<file path="config.mk">
export PLATFORM = sky130hd
export DESIGN_NAME = dma_multi_chan_sched
export DESIGN_NICKNAME = d
export VERILOG_FILES = /design/src/rtl/dma_multi_chan_sched.sv
export SDC_FILE = /design/constraint.sdc
export NUM_CORES = 2
export LEC_CHECK = 0
export ABC_CLOCK_PERIOD_IN_PS = 16000
export BUFFER_PORTS_ARGS = -buffer_cell sky130_fd_sc_hd__buf_4
export CORE_MARGIN = 1
export CORE_UTILIZATION = 45
export CTS_CLUSTER_DIAMETER = 80
export CTS_CLUSTER_SIZE = 40
export DETAILED_ROUTE_END_ITERATION = 12
export PLACE_DENSITY = 0.68
export SKIP_CTS_REPAIR_TIMING = 1
export SYNTH_ARGS = -nofsm -noshare
export SYNTH_HDL_FRONTEND = slang
export SYNTH_SLANG_ARGS = --single-unit
</file>
<file path="constraint.sdc">
create_clock -name clk -period 16 [get_ports clk]
set_clock_uncertainty 0.05 [all_clocks]
set_input_delay 2.4 -clock clk [delete_from_list [all_inputs] [get_ports clk]]
set_output_delay 2.4 -clock clk [all_outputs]
set_load 0.01 [all_outputs]
</file>
<file path="src/rtl/dma_multi_chan_sched.sv">
`default_nettype none
// ============================================================================
// Module   : dma_multi_chan_sched
// Purpose  : Multi-channel DMA command front end. Accepts copy descriptors on
//            N_CHANNELS channels, round-robin arbitrates among active
//            channels, splits each descriptor into AXI-legal bursts
//            (beat-aligned, never crossing a 4 KB page, at most MAX_BURST
//            beats) and issues them on one shared command port under a
//            global in-flight credit limit. Burst completions are counted
//            per channel to produce a descriptor-done pulse.
// Ports    : clk, reset              - clock, async active-high reset
//            desc_valid/ready/addr/len - per-channel descriptor intake
//            cmd_valid/ready/addr/len/chan/last - shared burst command port
//            cpl_valid/cpl_chan      - burst completion return
//            chan_busy/done/err      - per-channel status and pulses
//            outstanding             - bursts issued but not completed
// Revision : 1.0 - initial release
// ============================================================================
module dma_multi_chan_sched #(
    parameter int N_CHANNELS         = 4,
    parameter int ADDR_W             = 64,
    parameter int LEN_W              = 32,
    parameter int DATA_W             = 512,
    parameter int MAX_BURST          = 64,
    parameter int MAX_REQS_IN_FLIGHT = 16,
    localparam int CH_W              = (N_CHANNELS > 1) ? $clog2(N_CHANNELS) : 1,
    localparam int CNT_W             = $clog2(MAX_REQS_IN_FLIGHT + 1)
) (
    input  logic                         clk,
    input  logic                         reset,
    input  logic [N_CHANNELS-1:0]        desc_valid,
    output logic [N_CHANNELS-1:0]        desc_ready,
    input  logic [N_CHANNELS*ADDR_W-1:0] desc_addr,
    input  logic [N_CHANNELS*LEN_W-1:0]  desc_len,
    output logic                         cmd_valid,
    input  logic                         cmd_ready,
    output logic [ADDR_W-1:0]            cmd_addr,
    output logic [7:0]                   cmd_len,
    output logic [CH_W-1:0]              cmd_chan,
    output logic                         cmd_last,
    input  logic                         cpl_valid,
    input  logic [CH_W-1:0]              cpl_chan,
    output logic [N_CHANNELS-1:0]        chan_busy,
    output logic [N_CHANNELS-1:0]        chan_done,
    output logic [N_CHANNELS-1:0]        chan_err,
    output logic [CNT_W-1:0]             outstanding
);

    localparam int C_BEAT_BYTES = DATA_W / 8;
    localparam int C_BEAT_SHIFT = $clog2(C_BEAT_BYTES);
    localparam int C_BEATS_W    = 13;
    localparam int C_CMP_W      = (LEN_W > C_BEATS_W) ? LEN_W : C_BEATS_W;
    localparam logic [ADDR_W-1:0] C_ADDR_MASK = ADDR_W'(C_BEAT_BYTES - 1);
    localparam logic [LEN_W-1:0]  C_LEN_MASK  = LEN_W'(C_BEAT_BYTES - 1);

    typedef enum logic [1:0] {
        ST_IDLE   = 2'd0,
        ST_ACTIVE = 2'd1,
        ST_DRAIN  = 2'd2
    } chan_state_t;

    // ------------------------------------------------------------------
    // State
    // ------------------------------------------------------------------
    chan_state_t        r_state     [N_CHANNELS];
    chan_state_t        w_state_nxt [N_CHANNELS];
    logic [ADDR_W-1:0]  r_cur_addr  [N_CHANNELS];
    logic [LEN_W-1:0]   r_rem_beats [N_CHANNELS];
    logic [CNT_W-1:0]   r_cnt       [N_CHANNELS];
    logic [CNT_W-1:0]   w_cnt_nxt   [N_CHANNELS];

    logic [CH_W-1:0]    r_rr_ptr;
    logic [CNT_W-1:0]   r_outstanding;
    logic               r_cmd_valid;
    logic [ADDR_W-1:0]  r_cmd_addr;
    logic [7:0]         r_cmd_len;
    logic [CH_W-1:0]    r_cmd_chan;
    logic               r_cmd_last;
    logic [N_CHANNELS-1:0] r_chan_done;
    logic [N_CHANNELS-1:0] r_chan_err;

    // ------------------------------------------------------------------
    // Combinational signals
    // ------------------------------------------------------------------
    logic                  w_grant_vld;
    logic [CH_W-1:0]       w_grant;
    logic [CH_W-1:0]       w_cand;
    logic [ADDR_W-1:0]     w_g_addr;
    logic [LEN_W-1:0]      w_g_rem;
    logic [C_BEATS_W-1:0]  w_page_beats;
    logic [C_BEATS_W-1:0]  w_beats;
    logic [LEN_W-1:0]      w_rem_after;
    logic [ADDR_W-1:0]     w_burst_bytes;
    logic                  w_slot_free;
    logic                  w_credit_ok;
    logic                  w_load;

    logic [N_CHANNELS-1:0] w_accept;
    logic [N_CHANNELS-1:0] w_bad_desc;
    logic [N_CHANNELS-1:0] w_zero_len;
    logic [N_CHANNELS-1:0] w_load_c;
    logic [N_CHANNELS-1:0] w_cpl_hit;
    logic [N_CHANNELS-1:0] w_cpl_ok;
    logic [N_CHANNELS-1:0] w_done_nxt;
    logic [N_CHANNELS-1:0] w_err_nxt;
    logic [CNT_W-1:0]      w_out_nxt;

    // Modulo-N_CHANNELS add that also works for non-power-of-2 channel counts.
    function automatic logic [CH_W-1:0] wrap_add(input logic [CH_W-1:0] base, input int off);
        int sum;
        sum = int'(base) + off;
        if (sum >= N_CHANNELS) begin
            sum = sum - N_CHANNELS;
        end
        return CH_W'(sum);
    endfunction

    // ------------------------------------------------------------------
    // Round-robin arbiter and burst sizing for the granted channel
    // ------------------------------------------------------------------
    always_comb begin
        w_grant_vld = 1'b0;
        w_grant     = '0;
        w_cand      = '0;
        for (int i = 0; i < N_CHANNELS; i++) begin
            w_cand = wrap_add(r_rr_ptr, i);
            if (!w_grant_vld && (r_state[w_cand] == ST_ACTIVE)) begin
                w_grant_vld = 1'b1;
                w_grant     = w_cand;
            end
        end

        w_g_addr = r_cur_addr[w_grant];
        w_g_rem  = r_rem_beats[w_grant];

        // Beats left before the next 4 KB boundary; always >= 1 because
        // cur_addr stays beat-aligned.
        w_page_beats = (13'd4096 - {1'b0, w_g_addr[11:0]}) >> C_BEAT_SHIFT;

        w_beats = C_BEATS_W'(MAX_BURST);
        if (w_page_beats < w_beats) begin
            w_beats = w_page_beats;
        end
        if (C_CMP_W'(w_g_rem) < C_CMP_W'(w_beats)) begin
            w_beats = C_BEATS_W'(w_g_rem);
        end

        w_rem_after   = w_g_rem - LEN_W'(w_beats);
        w_burst_bytes = ADDR_W'(w_beats) << C_BEAT_SHIFT;

        // The slot can refill in the same cycle it is being drained.
        w_slot_free = !r_cmd_valid || cmd_ready;
        w_credit_ok = r_outstanding < CNT_W'(MAX_REQS_IN_FLIGHT);
        w_load      = w_grant_vld && w_slot_free && w_credit_ok;
    end

    // ------------------------------------------------------------------
    // Per-channel next-state, counters and pulses
    // ------------------------------------------------------------------
    always_comb begin
        w_accept   = '0;
        w_bad_desc = '0;
        w_zero_len = '0;
        w_load_c   = '0;
        w_cpl_hit  = '0;
        w_cpl_ok   = '0;
        w_done_nxt = '0;
        w_err_nxt  = '0;
        for (int c = 0; c < N_CHANNELS; c++) begin
            w_state_nxt[c] = r_state[c];
            w_accept[c]    = desc_valid[c] && (r_state[c] == ST_IDLE);
            w_bad_desc[c]  = ((desc_addr[c*ADDR_W +: ADDR_W] & C_ADDR_MASK) != '0) ||
                             ((desc_len[c*LEN_W +: LEN_W] & C_LEN_MASK) != '0);
            w_zero_len[c]  = (desc_len[c*LEN_W +: LEN_W] == '0);
            w_load_c[c]    = w_load && (w_grant == CH_W'(c));
            w_cpl_hit[c]   = cpl_valid && (cpl_chan == CH_W'(c));
            // A completion with nothing outstanding on that channel is spurious
            // and leaves the counters untouched.
            w_cpl_ok[c]    = w_cpl_hit[c] && (r_cnt[c] != '0);
            w_cnt_nxt[c]   = r_cnt[c] + CNT_W'(w_load_c[c]) - CNT_W'(w_cpl_ok[c]);

            w_err_nxt[c]   = (w_accept[c] && w_bad_desc[c]) ||
                             (w_cpl_hit[c] && (r_cnt[c] == '0));

            case (r_state[c])
                ST_IDLE: begin
                    if (w_accept[c] && !w_bad_desc[c]) begin
                        if (w_zero_len[c]) begin
                            w_done_nxt[c] = 1'b1;
                        end else begin
                            w_state_nxt[c] = ST_ACTIVE;
                        end
                    end
                end
                ST_ACTIVE: begin
                    if (w_load_c[c] && (w_rem_after == '0)) begin
                        w_state_nxt[c] = ST_DRAIN;
                    end
                end
                ST_DRAIN: begin
                    if (w_cnt_nxt[c] == '0) begin
                        w_done_nxt[c]  = 1'b1;
                        w_state_nxt[c] = ST_IDLE;
                    end
                end
                default: begin
                    w_state_nxt[c] = ST_IDLE;
                end
            endcase
        end
        w_out_nxt = r_outstanding + CNT_W'(w_load) - CNT_W'(|w_cpl_ok);
    end

    // ------------------------------------------------------------------
    // Channel state register
    // ------------------------------------------------------------------
    always_ff @(posedge clk or posedge reset) begin
        if (reset) begin
            for (int c = 0; c < N_CHANNELS; c++) begin
                r_state[c] <= ST_IDLE;
            end
        end else begin
            for (int c = 0; c < N_CHANNELS; c++) begin
                r_state[c] <= w_state_nxt[c];
            end
        end
    end

    // ------------------------------------------------------------------
    // Channel datapath: cursor, remaining beats, in-flight count
    // ------------------------------------------------------------------
    always_ff @(posedge clk or posedge reset) begin
        if (reset) begin
            for (int c = 0; c < N_CHANNELS; c++) begin
                r_cur_addr[c]  <= '0;
                r_rem_beats[c] <= '0;
                r_cnt[c]       <= '0;
            end
        end else begin
            for (int c = 0; c < N_CHANNELS; c++) begin
                r_cnt[c] <= w_cnt_nxt[c];
                if (w_accept[c] && !w_bad_desc[c] && !w_zero_len[c]) begin
                    r_cur_addr[c]  <= desc_addr[c*ADDR_W +: ADDR_W];
                    r_rem_beats[c] <= desc_len[c*LEN_W +: LEN_W] >> C_BEAT_SHIFT;
                end else if (w_load_c[c]) begin
                    r_cur_addr[c]  <= r_cur_addr[c] + w_burst_bytes;
                    r_rem_beats[c] <= w_rem_after;
                end
            end
        end
    end

    // ------------------------------------------------------------------
    // Issue slot, RR pointer, global credit and status pulses
    // ------------------------------------------------------------------
    always_ff @(posedge clk or posedge reset) begin
        if (reset) begin
            r_rr_ptr      <= '0;
            r_outstanding <= '0;
            r_cmd_valid   <= 1'b0;
            r_cmd_addr    <= '0;
            r_cmd_len     <= '0;
            r_cmd_chan    <= '0;
            r_cmd_last    <= 1'b0;
            r_chan_done   <= '0;
            r_chan_err    <= '0;
        end else begin
            r_outstanding <= w_out_nxt;
            r_chan_done   <= w_done_nxt;
            r_chan_err    <= w_err_nxt;
            if (w_load) begin
                r_cmd_valid <= 1'b1;
                r_cmd_addr  <= w_g_addr;
                r_cmd_len   <= 8'(w_beats - 13'd1);
                r_cmd_chan  <= w_grant;
                r_cmd_last  <= (w_rem_after == '0);
                r_rr_ptr    <= wrap_add(w_grant, 1);
            end else if (cmd_ready) begin
                r_cmd_valid <= 1'b0;
            end
        end
    end

    // ------------------------------------------------------------------
    // Outputs
    // ------------------------------------------------------------------
    generate
        for (genvar g = 0; g < N_CHANNELS; g++) begin : g_status
            // Held low while reset is asserted so every output reads 0.
            assign desc_ready[g] = (r_state[g] == ST_IDLE) && !reset;
            assign chan_busy[g]  = (r_state[g] != ST_IDLE);
        end
    endgenerate

    assign cmd_valid   = r_cmd_valid;
    assign cmd_addr    = r_cmd_addr;
    assign cmd_len     = r_cmd_len;
    assign cmd_chan    = r_cmd_chan;
    assign cmd_last    = r_cmd_last;
    assign chan_done   = r_chan_done;
    assign chan_err    = r_chan_err;
    assign outstanding = r_outstanding;

endmodule
`default_nettype wire

</file>
; ---- Word-level counts from Yosys, hierarchy flattened
; Cells that the tools add are included.
[op_classes]
addsub = 26
magnitude_cmp = 13
n_eq_ne = 34
mux = 87
bitwise = 5
reduce_logical = 112
[op_table]
columns = operator, n
row1 = $mux 64, 10
row2 = $mux 32, 10
row3 = $add 64x19->64, 4
row4 = $reduce_bool 64->1, 4
row5 = $logic_not 32->1, 5
row6 = $bmux 64 s2, 1
row7 = $reduce_bool 32->1, 4
row8 = $mux 2, 33
row9 = $bmux 32 s2, 1
row10 = $logic_and 1x1->1, 45
row11 = $logic_not 5->1, 8
row12 = $lt 32x13->1, 1
row13 = $sub 32x13->32, 1
row14 = $ge 3x3->1 const B, 9
row15 = $ne 2x2->1 const B, 13
row16 = $add 5x1->5, 5
row17 = $sub 5x1->5, 5
row18 = $pmux 2 s3, 4
row19 = $eq 2x1->1 const B, 10
row20 = $reduce_bool 5->1, 4
row21 = $mux 1, 18
row22 = $reduce_bool 2->1, 9
row23 = $bmux 2 s2, 4
row24 = $eq 2x2->1 const B, 8
row25 = other kinds (18), 61
[word_totals]
ff_bits = 503
in_bits = 394
elab_cells = 302

; ---- Depth between registers and ports, before layout
[logic_depth]
depth_word = 31
mapped_depth = 40
ltp_nobuf = 33

; ---- Least setup slack after synthesis
; No wires, ideal clock.
[synth_path]
path_kind = reg-to-reg
from = register r_state[3] (netlist name)
to = register r_state[3] (netlist name)
setup_time_ns = 0.101
t_arrival_ns = 8.289
required_time_ns = 15.849
setup_slack_ns = 7.560
stages_incl_launch_ff = 36
n_path_buf = 4
cell_sequence = dfrtp_1 or3b_1 buf_2 and2_4 a22oi_4 inv_2 buf_6 a211oi_1 o22ai_1 or4_4 or4_4 nor3_4 xnor2_1 inv_2 ha_1 a21oi_1 nor2b_1 or4_1 nor4_2 buf_4 buf_4 a21o_1 inv_1 ha_1 nor2b_1 o31a_1 o31a_1 o21ai_0 nor3b_1 and3_1 nand3_1 xor2_1 nand4_1 nor4b_1 nand4_1 o32ai_1
[synth_between]
elab_chain_len = 28
[synth_rtl]
columns = element, line_no
row1 = start: declaration, 65  ; chan_state_t r_state [N_CHANNELS];
row2 = start signal: indexed assignment, 224  ; r_state[c] <= w_state_nxt[c];
row3 = $bmux 2 s2, 127  ; if (!w_grant_vld && (r_state[w_cand] == ST_ACTIVE)) begin
row4 = $mux 2 (not written as such) (2 in a row), 127
row5 = $eq 2x1->1, 127
row6 = $mux 1, 127
row7 = $logic_not 1->1, 127
row8 = $logic_and 1x1->1, 127
row9 = $mux 1, 127
row10 = $logic_not 1->1, 127
row11 = [... 11 more ...], -
row12 = $mux 7, 141  ; if (w_page_beats < w_beats) begin
row13 = $lt 32x13->1, 144  ; if (C_CMP_W'(w_g_rem) < C_CMP_W'(w_beats)) begin
row14 = $mux 13, 144
row15 = $sub 32x13->32, 148  ; w_rem_after = w_g_rem - LEN_W'(w_beats);
row16 = $logic_not 32->1, 196  ; if (w_load_c[c] && (w_rem_after == '0)) begin
row17 = $logic_and 1x1->1, 196
row18 = $ne 2x2->1 (no source line), -
row19 = $reduce_and 4->1 (no source line), -
; Several ways; a longest one is shown, not always the timed one. The select of a mux whose other input is x is not followed.
; A chain may end at the register's enable or synchronous reset.

; ---- Final worst setup path
; Same ends and word-level chain as after synthesis.

==> impl_metrics.json <==
{
  "nets": 4637,
  "run_status": "finished clean",
  "synthMuxAreaShare": 0.0109,
  "antenna_found_initial": 1,
  "final_common_cell": "nand2_1",
  "period_needed_ns": 12.25,
  "multi_input_comb_area_um2": 17100,
  "core-area_um2": 67500,
  "die_w_um": 264,
  "grt_first_pass_wirelength_um": 174000,
  "pwr-share-comb": 0.360,
  "cts_num_sinks": 503,
  "worst-path-max-fanout": 158,
  "yosysUniqueCellTypes": 86,
  "diodes": 0,
  "synth-compound-area-share": 0.188,
  "cts-buffers-inserted": 34,
  "p_sw_mw": 1.54,
  "ys_seq_area_frac": 0.407,
  "max_stage_delay_ns": 0.80,
  "clock.fmax_mhz": 81.7,
  "use_met1": 0.488,
  "die_area_um2": 69700,
  "slowest_stage": "nor4_4",
  "io_pins": 491,
  "ant_nets": 0,
  "internal-power_mw": 2.47,
  "end_kind": "flop",
  "h-tree-depth": 2,
  "clk_pin_slew_worst_paths_ns": 0.10,
  "seq_power_share": 0.392,
  "grt_setup_unrepaired": "false",
  "max_slew.worst_pin.slew_ns": 1.19,
  "syn2layout_area_growth_pct": 18.1,
  "grt.met3_usage": 0.0923,
  "drc": 0,
  "clockBufferDepth": 3,
  "via_count": 30000,
  "yosysWarnings": 0,
  "power_density_nw_per_um2": 110,
  "grt_pass1_vias": 27900,
  "p_leak_nw": 16.4,
  "die_h_um": 264,
  "wl_per_cell_um": 23.3,
  "hpwl_um": 88400,
  "port_buffers": 490,
  "worst_ep_required_time_ns": 16.44,
  "postSynthCellCount": 3763,
  "drt_iter0_markers": 3484,
  "first_pass_iters": 9,
  "maxCapViolations": 0,
  "hp-class": "reg -> reg",
  "syn_avg_cell_area_um2": 8.21,
  "yosysTopAreaCell": "dfrtp_1",
  "clock_tree.root_cell": "clkbuf_16",
  "fill_cells": 6354,
  "hold_viol_final": 0,
  "start_kind": "flop",
  "top_usage_layer": "met1",
  "critical_path_class": "reg -> reg",
  "initial_utilization": 0.458,
  "synth_fa_ha_area_frac": 0.0458,
  "mappedNetlistArea_um2": 30900,
  "setup_violations": 0,
  "grt_use_total": 0.330,
  "synth_top_family_by_area": "simple AND/OR/NAND/NOR gates",
  "synth-main-ff-cell": "dfrtp_1",
  "sequential_cell_area_um2": 12600,
  "synthXorXnorAreaFrac": 0.0697,
  "grt-ovfl-total": 0,
  "synth_simple_gate_area_frac": 0.235,
  "rows": 95,
  "p_total_mw": 4.01,
  "grt_max_degree": 159,
  "worstSkewPairLatency_ns": 0.60,
  "gr-usage-met2": 0.460,
  "maxSlewViolCount": 0,
  "synth_top_cell_area_share": 0.407,
  "ir_worst_vdd_mv": 0.0738,
  "cp.arrival_ns": 12.69,
  "final_cell_mix": "nand2_1, buf_4, dfrtp_1",
  "crit_buf_inv": 5,
  "synth_edf_count": 0,
  "final_util": 0.541,
  "max_slew_margin": 0.204,
  "drive_gt1_frac": 0.156,
  "pwr-share-clk": 0.248,
  "place_congestion": 0.988,
  "p_sw_frac": 0.384,
  "synth_seq_cells": 503,
  "fin_setup_tns_ns": 0,
  "ys_async_sr_fraction": 1.00,
  "cp_top_family": "simple AND/OR/NAND/NOR gates",
  "viasPerCell": 5.95,
  "wl_um": 117000,
  "ys_top_cells_by_area": "dfrtp_1, nand2_1, o21ai_0",
  "fin_crit_sh": 0.765,
  "tritoncts": "done"
}
[sequential cells by signal, summed over array words and instances (netlist names)]
signal and flops:
r_state 8, cmd_chan 2, cmd_addr 64, r_rr_ptr 2, chan_done 4, chan_err 4
r_cur_addr 256, outstanding 5, cmd_valid 1, r_cnt 20, r_rem_beats 128, cmd_last 1
cmd_len 8
[power by group through the flow]
stage	combinational, mW	sequential [mW]	clock [mW]
2_1_floorplan	0.816	1.60	0
3_3_place_gp	1.39	1.59	0
3_5_place_dp	1.42	1.59	0
4_1_cts	1.42	1.57	0.999
5_1_grt	1.57	1.59	1.04
6_report	1.44	1.57	0.992
[final timing paths]
kind | start | to | slack, ns | depth (start not counted)
worst min register to register | cmd_addr[60]$_DFFE_PP0P_ | cmd_addr[60]$_DFFE_PP0P_ | 0.44 | 2
min in group asynchronous | reset | cmd_addr[3]$_DFFE_PP0P_ | 2.00 | 2
worst max-delay path | r_state[3]$_DFFE_PP0P_ | r_state[3]$_DFFE_PP0P_ | 3.75 | 33
worst max register to register | r_state[3]$_DFFE_PP0P_ | r_state[3]$_DFFE_PP0P_ | 3.75 | 33
max in group asynchronous | reset | r_cur_addr[157]$_DFFE_PP0N_ | 11.09 | 5
worst min-delay path | cmd_addr[60]$_DFFE_PP0P_ | cmd_addr[60]$_DFFE_PP0P_ | 0.44 | 2
[worst min-delay path, stage by stage (launching register included)]
cell     delay [ns]
dfrtp_1        0.35
nand2_1        0.05
o21ai_0        0.06
[metrics by stage]
stage | hold WS [ns] | setup slack (ns) | instances | instance area [µm²]
after floorplan | 0.396 | 6.72 | 3786 | 31000
after global placement | 0.411 | 4.11 | 4973 | 35300
after detailed placement | 0.418 | 3.97 | 4973 | 35300
after CTS | 0.442 | 3.88 | 5034 | 36500
after global routing | 0.455 | 2.86 | 5034 | 36500
final | 0.439 | 3.75 | 5034 | 36500
[synthesized netlist by cell type (37+ instances only)]
master	count
nand2_1	759
dfrtp_1	503
o21ai_0	352
nor2_1	311
a21oi_1	184
clkbuf_1	179
nand3_1	164
xnor2_1	132
inv_1	122
xor2_1	114
ha_1	97
and3_1	71
a22oi_1	57
nand4_1	45
nor3_1	43
nor4_1	41
and2_1	38
a21o_1	37
[metal layers]
metal	vias to the layer above	share of wire
li1	13900	-
met1	14400	0.45
met2	1460	0.41
met3	199	0.11
met4	2	0.035
met5	-	0.000094
[area by class of cell]
class                      instances  area share
clock buffer                      39      0.0247
inverter                         128      0.0135
multi-input combinational       2932       0.469
timing repair buffer             537       0.111
clock inverter                    22     0.00768
tap                              873      0.0299
sequential                       503       0.345
[cell families (layout without fill, tap and decap cells)]
group	after synthesis	in the layout
adder cells (fa/ha/maj)	107	107
buffers and inverters	351	726
flip-flops	503	503
AND/OR/NAND/NOR	1599	1599
multiplexers	33	33
AO/OA/AOI/OAI	923	923
XOR/XNOR	246	246
other	1	24
Power figures use the tool's default switching activity.
